===== config.mk =====
export PLATFORM = sky130hd
export DESIGN_NAME = cover_toggle_collector
export DESIGN_NICKNAME = d
export VERILOG_FILES = /design/src/rtl/cover_toggle_collector.sv
export SDC_FILE = /design/constraint.sdc
export NUM_CORES = 1
export LEC_CHECK = 0
export CAP_MARGIN = 20
export CORE_ASPECT_RATIO = 1.25
export CORE_MARGIN = 1
export CORE_UTILIZATION = 55
export CTS_BUF_LIST = sky130_fd_sc_hd__clkbuf_4
export DETAILED_ROUTE_END_ITERATION = 10
export HOLD_SLACK_MARGIN = 0.06
export PLACE_DENSITY = 0.95
export SLEW_MARGIN = 20
export SYNTH_ARGS = -nofsm -noshare
export SYNTH_HDL_FRONTEND = slang
export SYNTH_SLANG_ARGS = --single-unit

===== constraint.sdc =====
create_clock -name clock -period 11.4 [get_ports clock]
set_clock_uncertainty 0.2 [all_clocks]
set_input_delay 2.85 -clock clock [delete_from_list [all_inputs] [get_ports clock]]
set_output_delay 2.85 -clock clock [all_outputs]
set_load 0.01 [all_outputs]

===== src/rtl/cover_toggle_collector.sv =====
// Toggle-coverage collector: records which of WIDTH cover points have fired and
// drains newly-hit indices, lowest first, one per valid/ready handshake.
module cover_toggle_collector #(
  parameter int WIDTH       = 44,
  parameter int COVER_INDEX = 0,
  parameter int COVER_TOTAL = 28338,
  parameter int STICKY      = 1,
  parameter int IDX_W       = 64,
  parameter int CNT_W       = 16,
  localparam int HC_W       = $clog2(WIDTH + 1),
  localparam int SEL_W      = (WIDTH > 1) ? $clog2(WIDTH) : 1
) (
  input  logic              clock,
  input  logic              reset,
  input  logic              en,
  input  logic              clear,
  input  logic [WIDTH-1:0]  valid,
  output logic              rpt_valid,
  input  logic              rpt_ready,
  output logic [IDX_W-1:0]  rpt_index,
  output logic [HC_W-1:0]   hit_count,
  output logic              all_covered,
  output logic [CNT_W-1:0]  coalesced
);

  if ((COVER_INDEX + WIDTH > COVER_TOTAL) || (WIDTH < 1)) begin : g_param_err
    $error("cover_toggle_collector: COVER_INDEX+WIDTH exceeds COVER_TOTAL or WIDTH < 1");
  end

  function automatic logic [SEL_W-1:0] lowest_set(input logic [WIDTH-1:0] v);
    lowest_set = '0;
    for (int i = WIDTH - 1; i >= 0; i--) begin
      if (v[i]) lowest_set = SEL_W'(i);
    end
  endfunction

  function automatic logic [HC_W-1:0] popcnt(input logic [WIDTH-1:0] v);
    popcnt = '0;
    for (int i = 0; i < WIDTH; i++) begin
      popcnt = popcnt + HC_W'(v[i]);
    end
  endfunction

  function automatic logic [CNT_W-1:0] sat_add(input logic [CNT_W-1:0] a,
                                               input logic [HC_W-1:0]  b);
    logic [CNT_W+HC_W-1:0] s;
    s = (CNT_W + HC_W)'(a) + (CNT_W + HC_W)'(b);
    if (|s[CNT_W+HC_W-1:CNT_W]) sat_add = '1;
    else                        sat_add = s[CNT_W-1:0];
  endfunction

  logic [WIDTH-1:0] seen;
  logic [WIDTH-1:0] pending;
  logic [WIDTH-1:0] hit_p0;
  logic [WIDTH-1:0] new_p0;
  logic [WIDTH-1:0] cand_p0;
  logic [WIDTH-1:0] seen_nxt_p0;
  logic [WIDTH-1:0] onehot_p0;
  logic [SEL_W-1:0] sel_p0;
  logic [HC_W-1:0]  cnt_nxt_p0;
  logic [HC_W-1:0]  coal_inc_p0;
  logic             load_p0;

  // Stage 0: sample hits, form the candidate set and pick the lowest index
  always_comb begin
    hit_p0      = en ? valid : '0;
    new_p0      = (STICKY != 0) ? (hit_p0 & ~seen) : hit_p0;
    cand_p0     = pending | new_p0;
    seen_nxt_p0 = seen | hit_p0;
    cnt_nxt_p0  = popcnt(seen_nxt_p0);
    sel_p0      = lowest_set(cand_p0);
    onehot_p0   = WIDTH'(1) << sel_p0;
    load_p0     = !rpt_valid || rpt_ready;
    coal_inc_p0 = (STICKY != 0) ? '0 : popcnt(hit_p0 & pending);
  end

  // Stage 1: coverage state, report register and counters
  always_ff @(posedge clock) begin
    if (reset || clear) begin
      seen        <= '0;
      pending     <= '0;
      rpt_valid   <= 1'b0;
      rpt_index   <= '0;
      hit_count   <= '0;
      all_covered <= 1'b0;
      coalesced   <= '0;
    end else begin
      seen        <= seen_nxt_p0;
      hit_count   <= cnt_nxt_p0;
      all_covered <= (cnt_nxt_p0 == HC_W'(WIDTH));
      coalesced   <= sat_add(coalesced, coal_inc_p0);
      if (load_p0) begin
        rpt_valid <= |cand_p0;
        rpt_index <= IDX_W'(COVER_INDEX) + IDX_W'(sel_p0);
        pending   <= cand_p0 & ~onehot_p0;
      end else begin
        pending   <= cand_p0;
      end
    end
  end

endmodule

Yosys cells after proc, flatten, opt, wreduce, memory -nomap -nowiden
Index checks and enable logic that the tools add are counted.
{ "word_totals": {"register_bits": 102, "latch_bits": 0, "ramBits": 0, "rom_bits": 0, "inputBits": 49, "output_inout_bits": 88, "n_memories": 0} }
{ "classes": {"n_addsub": 43, "multipliers": 0, "div_mod_pow": 0, "magnitude_cmp": 0, "eq_ne": 1, "shifts": 1, "muxes": 46, "bitwise": 6, "n_reduce_logical": 4} }
{ "op_table": {"columns": ["op", "n"], "rows": [
  ["6-bit two-way mux", 44],
  ["6-bit by 1-bit adder with 6-bit output", 38],
  ["44-bit bitwise AND", 2],
  ["44-bit two-way mux", 2],
  ["44-bit inverter", 2],
  ["44-bit bitwise OR", 2],
  ["44-bit OR reduction", 1],
  ["1-bit by 6-bit << shifter with 44-bit output, first input constant", 1],
  ["5-bit by 1-bit adder with 6-bit output", 1],
  ["6-bit equality test, second input constant", 1],
  ["4-bit by 1-bit adder with 5-bit output", 1],
  ["3-bit by 1-bit adder with 4-bit output", 1],
  ["2-bit by 1-bit adder with 3-bit output", 1],
  ["1-bit by 1-bit adder with 2-bit output", 1],
  ["1-bit logical OR", 2],
  ["1-bit logical NOT", 1]
]} }

Depth between registers and ports, before layout
Gate-level depths: netlist (run 1).
{ "depth": {"ltp_word": 51, "mapped_depth": 25, "mapped_depth_nobuf": 21} }

Least setup slack after synthesis (run 1)
OpenSTA, ideal clock, no wires.
{ "synth_path": {"kind": "in2reg", "start": "input port en", "end": "register all_covered", "setup_ns": 0.064, "t_arrival_ns": 8.268, "t_required_ns": 11.136, "slack_ns": 2.868, "path_stages": 23, "path_cell_list": "buf_6 > buf_6 > buf_6 > clkbuf_1 > a21o_1 > fa_1 > fa_1 > inv_1 > fa_1 > fa_1 > fa_1 > fa_1 > inv_1 > fa_1 > ha_1 > inv_1 > fa_1 > inv_1 > a21o_1 > a21oi_1 > xor2_1 > nand3_1 > nor2_1"} }
{ "synth_rtl": {"columns": ["item", "line", "source"], "rows": [
  ["start, declared", "15", "input logic en,"],
  ["44-bit two-way mux", "66", "hit_p0 = en ? valid : '0;"],
  ["44-bit bitwise OR", "69", "seen_nxt_p0 = seen | hit_p0;"],
  ["via seen_nxt_p0[27]", "57", "logic [WIDTH-1:0] seen_nxt_p0;"],
  ["6-bit by 1-bit adder with 6-bit output (17 in series)", "40", "popcnt = popcnt + HC_W'(v[i]);"],
  ["6-bit equality test", "90", "all_covered <= (cnt_nxt_p0 == HC_W'(WIDTH));"],
  ["end signal, assigned", "90", null],
  ["end, declared", "22", "output logic all_covered,"]
]} }
The timed path passes the listed nets, and every way through them passes these cells.
A chain may end at the register's enable or synchronous reset.

Worst setup path in the final report (run 1)
{ "layout_path": {"start": "input port en", "end": "register all_covered"} }
{ "layout_rtl": {"columns": ["item", "line"], "rows": [
  ["44-bit two-way mux", "66"],
  ["44-bit bitwise OR", "69"],
  ["via seen_nxt_p0[5]", "57"],
  ["5-bit by 1-bit adder with 6-bit output", "40"],
  ["6-bit by 1-bit adder with 6-bit output (38 in series)", "40"],
  ["6-bit equality test", "90"]
]} }
The timed path passes the listed nets, and every way through them passes these cells.

==> results of run 1 <==
==> where the power goes <==
| group | total (W) | switching (W) | leakage, nW | internal (W) |
|---|---|---|---|---|
| registers | 0.000386 | 0.00000784 | 0.831 | 0.000378 |
| logic | 0.000936 | 0.000517 | 2.11 | 0.000419 |
| clock network | 0.000159 | 0.000118 | 0.0533 | 0.0000410 |
==> final cells by class <==
cell class              instances  share of cell area, %
flip-flops and latches        102                   30.0
diodes                          1                 0.0368
repair buffers                 66                   9.48
clock buffers                   9                  0.992
multi-input cells             516                   53.9
clock inverters                 7                  0.459
inverters                      48                   2.65
well taps                     135                   2.48
==> registers in the layout (all words and copies together) (netlist names) <==
register / count
rpt_valid: 1
hit_count: 6
all_covered: 1
seen: 44
rpt_index: 6
pending: 44
==> worst max-delay path: stages <==
cell and delay (ns):
buf_2 0.43, buf_4 0.49, nand2_1 0.15, nand2_1 0.12, fa_1 0.44, fa_1 0.59, inv_1 0.07, fa_1 0.47
fa_1 0.52, fa_1 0.43, fa_1 0.49, inv_1 0.05, fa_1 0.48, ha_1 0.17, inv_1 0.07, fa_1 0.45
inv_1 0.07, a21o_1 0.12, a21oi_1 0.08, xor2_1 0.17, nand3_1 0.09, nor2_1 0.08
==> synth_stat cells, types with 3 or more instances <==
| cell | number |
|---|---|
| a211oi_1 | 26 |
| a211oi_2 | 9 |
| a21boi_0 | 5 |
| a21o_1 | 25 |
| a21oi_1 | 45 |
| a31oi_1 | 11 |
| and2_1 | 29 |
| and3b_1 | 32 |
| buf_4 | 75 |
| buf_6 | 4 |
| clkbuf_1 | 13 |
| dfxtp_1 | 102 |
| fa_1 | 35 |
| ha_1 | 10 |
| inv_1 | 48 |
| nand2_1 | 47 |
| nand2b_1 | 4 |
| nand3_1 | 7 |
| nand3b_1 | 3 |
| nand4_1 | 7 |
| nor2_1 | 56 |
| nor2_2 | 4 |
| nor2b_1 | 3 |
| nor3_1 | 3 |
| nor4_1 | 11 |
| nor4_2 | 5 |
| o211ai_1 | 4 |
| o21ai_0 | 7 |
| o21bai_1 | 3 |
| o31ai_1 | 3 |
| or2_2 | 9 |
==> how the worst min path moves through the flow <==
stage                        end  slack [ns]    startpoint
floorplan               seen[33]        0.24      seen[33]
global placement    rpt_index[5]        0.24  rpt_index[5]
detailed placement  rpt_index[5]        0.25  rpt_index[5]
CTS                 rpt_index[5]        0.27  rpt_index[5]
global route        rpt_index[5]        0.28  rpt_index[5]
finish              rpt_index[5]        0.27  rpt_index[5]
==> cell families after synthesis <==
logic type / Yosys count / share of synthesized area (%)
AND/OR/NAND/NOR: 238 / 22.3
AO/OA/AOI/OAI: 156 / 18.0
XOR/XNOR: 3 / 0.418
buffers and inverters: 144 / 13.6
flip-flops: 102 / 32.5
adder cells (fa/ha/maj): 45 / 13.1
other: 1 / 0.0596
==> per-stage QoR <==
| step | cells | utilization (%) | hold slack (ns) |
|---|---|---|---|
| 2_1_floorplan | 762 | - | 0.242 |
| 3_3_place_gp | 867 | 60.2 | 0.244 |
| 3_5_place_dp | 867 | 60.2 | 0.249 |
| 4_1_cts | 883 | 61.1 | 0.268 |
| 5_1_grt | 884 | 61.1 | 0.278 |
| 6_report | 884 | 61.1 | 0.268 |
==> per-layer routing <==
metal | routed length (µm) | track usage [%] | up-vias
met5 | 0 | 0 | -
met4 | 417 | 12.0 | 0
met3 | 1000 | 4.70 | 40
met2 | 7310 | 43.6 | 233
met1 | 5650 | 28.1 | 2426
li1 | - | - | 2341
==> layout by cell type, fill, tap and decap left out, drive strengths merged, types with 3 or more instances in the layout <==
cell type,instances
a21oi,47
clkbuf,9
a21o,25
a211oi,36
a31oi,11
nor2b,3
clkdlybuf4s50,61
inv,48
and2,29
ha,10
or2,12
o211ai,4
buf,5
fa,35
dfxtp,102
and3b,33
nand4,7
conb,74
a21boi,5
nor3,3
o21bai,3
o31ai,3
o21ai,8
nand2b,5
clkinv,6
nor2,62
nand3b,3
nor4,17
nand3,7
nand2,47
==> qor.txt, run 1 <==
Residual DRC: 10
Synth top area cells: dfxtp_1, fa_1, buf_4
Worst EP required: 11.61 ns
Post-CTS Setup Inserts: 0
Clock slew at reported path FFs: 0.15 ns
GP Congestion: 0.945
Slew @ Worst Pin: 0.993 ns
Total grt overflow: 0
Initial antenna violation count: 1
Asr flop ratio synth: 0%
Status: finished with violations
Count of final hold-check violations: 0
Core area: 11100 µm²
CP Capture Type: flop
Max Slew Vio Count: 0
Number of global-route vias before repair: 4857
Final Critical Period: 8.69 ns
Synth unique cells: 67
# nets final: 837
Post-Route WL: 14400 µm
Die width: 97.7 µm
Initial Utilization: 56.5%
Flops & latches, synth: 102
Total CTS buffers: 9
TritonRoute pass-1 iters: 8
GRT Total Usage: 24.4%
Fillers: 885
Max-cap viol count: 0
Via count: 5040
Syn avg cell area: 9.13 µm²
Layout area overhead: 8.24%
Post-synthesis cell count: 689
P_leak: 2.99 nW
Setup repair after global routing missed its margin: no
Reg2reg setup slack: 5.67 ns
Worst hold-check path type: flop to flop
Reg-to-reg startpoint: seen[27]
Clock latency on the worst-skew pair: 0.47 ns
CTS tree: done
Synth top area share: 32.5%
Vias per cell: 5.70
Final Instance Area: 6810 µm²
Max Buffers Root-to-Sink: 2
IO Pins: 137
Register area: 2040 µm²
CP startpoint: en
Worst Path Arrival: 8.90 ns
Worst slew margin: 33.7%
Setup crit end: all_covered
Setup TNS: 0 ns
Number of flops mapped to enable cells by yosys: 0
Placed cell area: 6710 µm²
Crit Path Max Fanout: 52
Worst setup SP type: primary input
Routed Antenna Nets: 0
Die height: 122 µm
Hold-fix buffers at CTS: 0
# rows: 43
Pwr Density: 217 nW/µm²
Main synth FF type: dfxtp_1
CTS resizes: 0
Syn. warnings: 0
CTS H-tree lvls: 3
CP Class: primary input to flop
Worst reg-to-reg path cell count: 19
Peak supply drop: 553 µV
Multi-input gate area: 3670 µm²
Pin count of the biggest net entering global routing: 65
Buffers on Ports: 62
First-pass GRT wire length: 22600 µm
Register area share after synthesis: 32.5%
Failing checks: DRC
Largest area contributor in the netlist: dfxtp_1
Routed length per instance: 16.3 µm
Fmax: 115 MHz
DP Wirelength: 11200 µm
Root Driver: clkbuf_4
Final setup vio count: 0
Fraction of layout cells with a size suffix above 1: 8.42%
First DRT Iteration DRCs: 446
Fin crit share: 76.2%
Synth Cell Area: 6290 µm²
# clock sinks: 102
Die area: 11900 µm²
Hold path depth: 2
RR Endpoint: all_covered
Overall power: 0.00148 W
Dpl ws: 2.23 ns
Post-route setup slack: 2.71 ns
Power figures use the tool's default switching activity.
==> inputs of run 2 (changes only) <==
- CORE_UTILIZATION: 55 -> 53
- PLACE_DENSITY: 0.95 -> 0.94
- clock period: 11.4 -> 8.7 ns (I/O delays scaled with it)
==> qor.txt, run 2 (synthesis results as in run 1) <==
Status: complete, no violations
Leading cell type in the layout, fill and taps excluded: dfxtp_1
Worst hold-check path type: flop to flop
Setup TNS: 0 ns
Biggest regs: pending (44), seen (44)
Clock latency on the worst-skew pair: 0.49 ns
Number of global-route vias before repair: 5001
Total grt overflow: 0
Max-cap viol count: 0
Die width: 99.4 µm
Routed length per instance: 16.7 µm
Worst Path Arrival: 8.16 ns
Final core utilization: 58.9%
Max Buffers Root-to-Sink: 2
Peak supply drop: 397 µV
Total CTS buffers: 9
Cells along the critical path: buf_2 -> nand2_1 -> nand2_1 -> fa_1 -> fa_1 -> inv_1 -> fa_1 -> fa_1 -> fa_1 -> fa_1 -> inv_1 -> fa_1 -> ha_1 -> inv_1 -> fa_1 -> inv_1 -> a21o_1 -> a21oi_1 -> xor2_1 -> nand3_1 -> nor2_1
Setup repair after global routing missed its margin: no
Routed Antenna Nets: 0
# rows: 44
CP max stage cell: buf_2
CTS tree: done
Max Slew Vio Count: 0
Worst setup SP type: primary input
Post-route setup slack: 0.769 ns
Post-CTS Setup Inserts: 0
DP Wirelength: 11400 µm
Die height: 124 µm
Pin count of the biggest net entering global routing: 65
CTS H-tree lvls: 3
Fraction of layout cells with a size suffix above 1: 8.84%
P_leak: 3.00 nW
Via count: 5111
CP Class: primary input to flop
IO Pins: 137
First-pass GRT wire length: 24000 µm
Hold-fix buffers at CTS: 0
Layout area overhead: 8.34%
Core area: 11600 µm²
Fin crit share: 91.2%
Fmax: 126 MHz
Most frequent cells in the layout: dfxtp_1, conb_1, clkdlybuf4s50_1
Initial Utilization: 54.4%
Residual DRC: 0
Overall power: 0.00197 W
Max stage delay on crit path: 0.68 ns
CTS resizes: 0
GRT Total Usage: 25.3%
Final setup vio count: 0
Dpl ws: 0.342 ns
Crit Path Max Fanout: 57
Count of final hold-check violations: 0
Pwr Density: 290 nW/µm²
Worst EP required: 8.93 ns
Final Critical Period: 7.93 ns
Slew @ Worst Pin: 0.911 ns
# clock sinks: 102
Root Driver: clkbuf_4
ANT cells: 0
Worst slew margin: 39.2%
Clock slew at reported path FFs: 0.15 ns
First DRT Iteration DRCs: 438
GP Congestion: 0.951
CP Capture Type: flop
Vias per cell: 5.78
Buffers on Ports: 62
TritonRoute pass-1 iters: 5
CP most frequent cell: fa_1
Fillers: 933
Die area: 12300 µm²
Post-Route WL: 14800 µm
# nets final: 838
Initial antenna violation count: 0
[run 2: cell type report]
type | count | area (µm²) | area share (%)
clock buffer | 9 | 67.6 | 0.992
clock inverter | 5 | 28.8 | 0.422
multi-input combinational | 516 | 3670 | 53.9
timing repair buffer | 67 | 653 | 9.59
sequential | 102 | 2040 | 30.0
tap | 138 | 173 | 2.53
inverter | 48 | 180 | 2.64
[run 2: worst paths after layout]
path | from | end | slack [ns] | depth (start not counted)
max | en | all_covered | 0.77 | 21
min | rpt_index[1] | rpt_index[1] | 0.27 | 2
max reg2reg | seen[27] | all_covered | 2.84 | 19
min reg2reg | rpt_index[1] | rpt_index[1] | 0.27 | 2
[run 2: per-layer routing]
metal | wire, µm | vias to the layer above | GRT usage (%)
li1 | - | 2340 | -
met1 | 5630 | 2426 | 29.0
met2 | 7310 | 279 | 43.1
met3 | 1080 | 66 | 4.55
met4 | 761 | 0 | 17.2
met5 | 0 | - | 0
[run 2: report_power, final]
| part | internal [W] | switching (W) | total [W] |
|---|---|---|---|
| registers | 0.000495 | 0.0000102 | 0.000505 |
| logic | 0.000561 | 0.000692 | 0.00125 |
| clock network | 0.0000537 | 0.000161 | 0.000215 |
[run 2: per-stage QoR]
stage          hold WS, ns  cell area (µm²)  cells
2_1_floorplan        0.242             6560    762
3_3_place_gp         0.243             6720    871
3_5_place_dp         0.253             6720    871
4_1_cts              0.271             6810    885
5_1_grt              0.303             6810    885
6_report             0.266             6810    885
[run 2: critical path, delay by kind of cell]
kind                       cells  cell delay [ns]
AOI/OAI and AO/OA              2             0.17
and+or+nand+nor                4             0.54
xor gates and xnor gates       1             0.18
adders and majority gates      9             4.11
buffers and inverters          5             0.94
==> inputs of run 3 (changes only) <==
- HOLD_SLACK_MARGIN: 0.06 -> 0.03
- TNS_END_PERCENT: default -> 30
==> results of run 3 <==
Same layout as run 2: the final DEF is identical, and so are final timing and power.
